===== src/rtl/plic_gateway_claim.sv =====
// -----------------------------------------------------------------------------
// plic_gateway_claim
//
// Level-sensitive interrupt gateway and claim arbiter for up to 32 sources.
// Each asserted source level is turned into one pending request. A request
// moves to in-flight when it is loaded into the claim slot. It stays in flight
// until software completes it. The claim slot is a registered valid/ready
// port. When the slot is free it loads the lowest-numbered source that is both
// enabled and pending.
//
// Parameters
//   NSRC : number of sources (1..32). Source i is reported as claim ID i+1.
//   IDW  : ID width. 2**IDW must exceed NSRC.
//
// Ports
//   clock             : single clock for all state
//   reset             : synchronous, active-high reset
//   io_src            : sampled source levels, 1 = asserted
//   io_enable         : per-source enable (claim selection only)
//   io_claim_valid    : claim slot holds a valid ID
//   io_claim_ready    : consumer accepts the claim slot
//   io_claim_id       : claimed ID (1..NSRC), 0 while io_claim_valid = 0
//   io_complete_valid : completion strobe
//   io_complete_id    : ID being completed
//   io_pending        : pending register (status readback)
//   io_inflight       : in-flight register (status readback)
//
// Every output comes straight from a flop. No input reaches an output
// combinationally.
// -----------------------------------------------------------------------------
module plic_gateway_claim #(
  parameter int NSRC = 32,
  parameter int IDW  = 6
) (
  input  logic            clock,
  input  logic            reset,
  input  logic [NSRC-1:0] io_src,
  input  logic [NSRC-1:0] io_enable,
  output logic            io_claim_valid,
  input  logic            io_claim_ready,
  output logic [IDW-1:0]  io_claim_id,
  input  logic            io_complete_valid,
  input  logic [IDW-1:0]  io_complete_id,
  output logic [NSRC-1:0] io_pending,
  output logic [NSRC-1:0] io_inflight
);

  // ---------------------------------------------------------------------------
  // State
  // ---------------------------------------------------------------------------
  logic [NSRC-1:0] pending_q;
  logic [NSRC-1:0] inflight_q;
  logic            claim_valid_q;
  logic [IDW-1:0]  claim_id_q;

  // ---------------------------------------------------------------------------
  // Combinational next-state terms
  // ---------------------------------------------------------------------------
  logic [NSRC-1:0] request;      // enabled and pending
  logic            sel_found;
  logic [IDW-1:0]  sel;          // zero-based index of the winning source
  logic [NSRC-1:0] load_mask;    // one-hot of the source loaded into the slot
  logic [NSRC-1:0] done_mask;    // one-hot of an accepted completion
  logic [NSRC-1:0] set_mask;     // gateway sets this edge
  logic            slot_free;
  logic            load;

  assign request   = pending_q & io_enable;
  assign slot_free = !claim_valid_q || io_claim_ready;

  // Lowest-index priority encoder. The loop scans downward so the last match,
  // which is the lowest index, takes effect.
  // NOTE: every variable written in this block gets a default first. Without
  // the default, a path that does not assign it would infer a latch.
  always_comb begin
    sel_found = 1'b0;
    sel       = '0;
    for (int i = NSRC - 1; i >= 0; i--) begin
      if (request[i]) begin
        sel_found = 1'b1;
        sel       = IDW'(i);
      end
    end
  end

  assign load = slot_free && sel_found;

  always_comb begin
    load_mask = '0;
    if (load) begin
      load_mask[sel] = 1'b1;
    end
  end

  // A completion counts only when it names a source that is actually in
  // flight. The IDs compared are 1..NSRC only, so ID 0 and any ID past NSRC
  // match nothing and are dropped without indexing out of range.
  always_comb begin
    done_mask = '0;
    for (int i = 0; i < NSRC; i++) begin
      done_mask[i] = io_complete_valid && (io_complete_id == IDW'(i + 1)) &&
                     inflight_q[i];
    end
  end

  // The gateway only fires for an idle source (neither pending nor in flight).
  // A source completing this cycle is still in flight in the current state, so
  // it cannot re-pend until the following edge. That is why the completion
  // wins over a simultaneous gateway set.
  assign set_mask = io_src & ~pending_q & ~inflight_q;

  // ---------------------------------------------------------------------------
  // State register
  // ---------------------------------------------------------------------------
  // NOTE: sequential state uses non-blocking assignments. Every flop then
  // samples the pre-edge values, whatever order the statements are written in.
  always_ff @(posedge clock) begin
    if (reset) begin
      pending_q     <= '0;
      inflight_q    <= '0;
      claim_valid_q <= 1'b0;
      claim_id_q    <= '0;
    end else begin
      // Loading clears the winning pending bit. A level drop never clears a
      // pending bit, because the request is latched.
      pending_q  <= (pending_q | set_mask) & ~load_mask;
      // load_mask needs pending=1, which implies inflight=0. done_mask needs
      // inflight=1. The two masks are therefore never set for the same source.
      inflight_q <= (inflight_q & ~done_mask) | load_mask;

      // Slot holds while it is valid and not accepted. Once it frees, it
      // either reloads with the new winner or goes empty with ID 0.
      if (slot_free) begin
        claim_valid_q <= sel_found;
        claim_id_q    <= sel_found ? sel + IDW'(1) : '0;
      end
    end
  end

  // ---------------------------------------------------------------------------
  // Outputs (all registered)
  // ---------------------------------------------------------------------------
  assign io_claim_valid = claim_valid_q;
  assign io_claim_id    = claim_id_q;
  assign io_pending     = pending_q;
  assign io_inflight    = inflight_q;

endmodule


===== config.mk =====
export PLATFORM = sky130hd
export DESIGN_NAME = plic_gateway_claim
export DESIGN_NICKNAME = d
export VERILOG_FILES = /design/src/rtl/plic_gateway_claim.sv
export SDC_FILE = /design/constraint.sdc
export NUM_CORES = 1
export LEC_CHECK = 0
export BUFFER_PORTS_ARGS = -buffer_cell sky130_fd_sc_hd__buf_2
export CAP_MARGIN = 0
export CORE_MARGIN = 2
export CORE_UTILIZATION = 49
export CTS_BUF_LIST = sky130_fd_sc_hd__clkbuf_8
export DETAILED_ROUTE_END_ITERATION = 8
export PLACE_DENSITY = 0.79
export RECOVER_POWER = 100
export SYNTH_ARGS = -nofsm -noshare
export SYNTH_HDL_FRONTEND = slang
export SYNTH_SLANG_ARGS = --single-unit

===== constraint.sdc =====
create_clock -name clock -period 2.9 [get_ports clock]
set_input_delay 0.29 -clock clock [delete_from_list [all_inputs] [get_ports clock]]
set_output_delay 0.29 -clock clock [all_outputs]
set_load 0.1 [all_outputs]

==> impl_metrics.py <==
metrics = {
    "clocking": {
        "cts_hold_buf": 0,
        "cts_num_sinks": 71,
        "cts_resized": 0,
        "clockRootBuffer": "clkbuf_8",
        "clk_latency_ps": 340,
        "h-tree-depth": 3,
        "clkTransAtPathRegs_ps": 80,
        "tritoncts": "done",
        "cts-buffers-inserted": 9,
        "post-cts-setup-buffers": 0,
        "clock_path_buffers": 2,
    },
    "power_and_ir_drop": {
        "power.total_w": 0.00328,
        "p_per_area_mw_per_mm2": 753,
        "vdd_drop_max_uv": 485,
        "leakagePower_nw": 1.63,
    },
    "synth": {
        "syn_area_mm2": 0.00341,
        "syn-num-nets": 499,
        "synth_top_area_cell": "dfxtp_1",
        "synth-seq-cells": 71,
        "ys_types": 53,
        "yosys_warnings": 0,
        "synth_top_area_share_pct": 41.7,
        "ys_async_sr_fraction_pct": 0,
        "synth_edf_count": 0,
        "synth_ff_type": "dfxtp_1",
        "synth_cells": 423,
        "yosysSeqAreaShare_pct": 41.7,
        "synth.top_cells.by_area": "dfxtp_1, a21oi_1, a211oi_1, nand2_1, o21ai_0",
        "postSynthAreaPerCell_um2": 8.05,
    },
    "timing": {
        "setup_viol": 0,
        "rsz0062_at_grt": "false",
        "whs_ps": 251,
        "hold_violations": 0,
        "worst_slew_pin_slew_ps": 1240,
        "max_freq_mhz": 359,
        "drv_slew": 0,
        "finalSetupTns_ps": 0,
        "period_share_pct": 96.0,
        "skew_ps": 7.08,
        "slew_headroom_pct": 17.9,
        "fin_crit_ps": 2790,
    },
    "setup_path": {
        "crit_chain": "a22o_1 > a211oi_1 > o31a_1 > o21a_1 > o21a_4 > nor4b_4 > clkbuf_1 > nand2_1 > a21oi_1",
        "max_stage_delay_ps": 550,
        "crit_arrival_ps": 3050,
        "r2r_cells": 9,
        "worst-path-stages": 9,
        "worstPathRequired_ps": 3170,
        "crit_buf_inv": 1,
        "path_delay_family": "compound AO/OA/AOI/OAI gates",
        "cp_slowest_cell": "clkbuf_1",
        "endpoint_kind": "flop",
        "critPathLaunchType": "flop",
        "path_class": "reg -> reg",
        "critical_path_peak_fanout": 12,
    },
    "grt": {
        "antenna_found_initial": 0,
        "grt_pass1_vias": 3608,
        "grt_overflow": 0,
        "track_usage_pct": 29.8,
        "grt_first_pass_wirelength_um": 17600,
        "grt_start_max_net_pins": 41,
    },
    "drt": {
        "drc": 0,
        "dr.pass1.iters": 5,
        "drt_iter0_drc": 288,
        "vias": 3939,
        "avgViaCountPerCell": 6.00,
        "wl_per_cell_um": 17.8,
        "ant_nets": 0,
        "drt-total-wl_um": 11600,
    },
    "floorplan": {
        "die_x_um": 87.4,
        "fp.dieH_um": 87.4,
        "boundaryPins": 145,
        "core-area_mm2": 0.00676,
        "initial_utilization_pct": 50.4,
        "row_count": 30,
        "dieArea_mm2": 0.00763,
    },
    "job": {
        "drv_cap": 0,
    },
    "place": {
        "io_buffers": 144,
        "place.detailed.hpwl_um": 8670,
        "dpl.cell_count": 641,
        "place.gp.congestion": 0.939,
        "placed_area_mm2": 0.00425,
    },
    "cells_and_area": {
        "design_area_mm2": 0.00435,
        "area_growth_pct": 27.8,
        "stdcell_count": 656,
        "nNetsFinal": 648,
        "drive_above_1_share_pct": 21.7,
        "fillers": 637,
        "antenna_cells": 0,
    },
    "hold_path": {
        "min_path_cells": 3,
        "hp-class": "in -> reg",
    },
    "run_status": {
        "outcome": "finished, final reports clean",
    },
}
==> power by group <==
group | total [W] | switching (W) | internal, W
clock network | 0.000859 | 0.000381 | 0.000478
logic | 0.00127 | 0.00100 | 0.000268
registers | 0.00115 | 0.0000882 | 0.00106
==> flip-flops by register name, indices dropped and copies added, names as in the netlist <==
name	flops
io_inflight	32
io_claim_id	6
io_pending	32
io_claim_valid	1
==> cells by family after synthesis <==
kind of cell / Yosys count / synth area share [%]
AOI/OAI and AO/OA: 184 / 34.2
and+or+nand+nor: 112 / 16.9
DFF: 71 / 41.7
buffers and inverters: 53 / 6.21
adders and majority gates: 2 / 0.735
xor gates and xnor gates: 1 / 0.257
==> cells in the mapped netlist, types with 2 or more instances <==
master	number
a211oi_1	33
a21o_1	3
a21oi_1	74
a222oi_1	2
a22o_1	8
a22o_2	2
a22oi_1	8
a32o_1	2
a32oi_1	4
and2_1	5
and3_1	2
and3b_1	2
buf_1	2
clkbuf_1	12
dfxtp_1	71
ha_1	2
inv_1	36
nand2_1	55
nand2b_1	2
nand3_1	5
nand3b_1	3
nor2_1	15
nor2b_1	5
nor3_1	2
o21ai_0	34
or2_2	5
or3_1	3
==> final timing paths <==
check / startpoint / to / slack (ps)
worst max-delay path: io_pending[31] / io_inflight[27] / 110
worst max register to register: io_pending[31] / io_inflight[27] / 110
worst min-delay path: io_src[30] / io_pending[30] / 250
worst min register to register: io_claim_id[5] / io_claim_id[5] / 470
==> layout make-up <==
cell class                      count  area [um2]  area share, %
Tap cell                           80         100           2.30
Inverter                           36         135           3.10
Multi-Input combinational cell    299        1770           40.6
Timing Repair Buffer              155         702           16.1
Clock inverter                      6        86.3           1.98
Sequential cell                    71        1440           33.1
Clock buffer                        9         124           2.85
==> layer usage <==
layer	up-vias	GRT usage [%]	routed length, um
met4	0	13.6	338
met2	224	47.5	5490
met5	-	0	0
met3	34	4.08	866
met1	1851	39.9	4950
li1	1830	-	-
==> per-stage QoR <==
step / worst slack, ps / util, %
2_1_floorplan: 14.7 / -
3_3_place_gp: 315 / 62.9
3_5_place_dp: 212 / 62.9
4_1_cts: 251 / 66.0
5_1_grt: 29.7 / 64.4
6_report: 115 / 64.4
==> layout by cell type (no fill, tap or decap), types with 3 or more instances in the layout <==
cell type and instances:
o21ai_0 35, nand3_1 5, or2_2 5, a32oi_1 4
or3_1 3, inv_1 36, nor2b_1 5, clkbuf_1 73
a21oi_1 74, a22o_1 8, a22oi_1 8, and2_1 5
clkbuf_8 9, dfxtp_1 57, a21o_1 3, nor2_1 15
buf_4 7, nand3b_1 3, nand2_1 55, buf_2 73
dfxtp_2 14, a211oi_1 33
==> worst min-delay path, cell delays in order <==
cell and delay, ps:
buf_2 90, a21oi_1 120, a211oi_1 60
(Power assumes the default switching activity.)
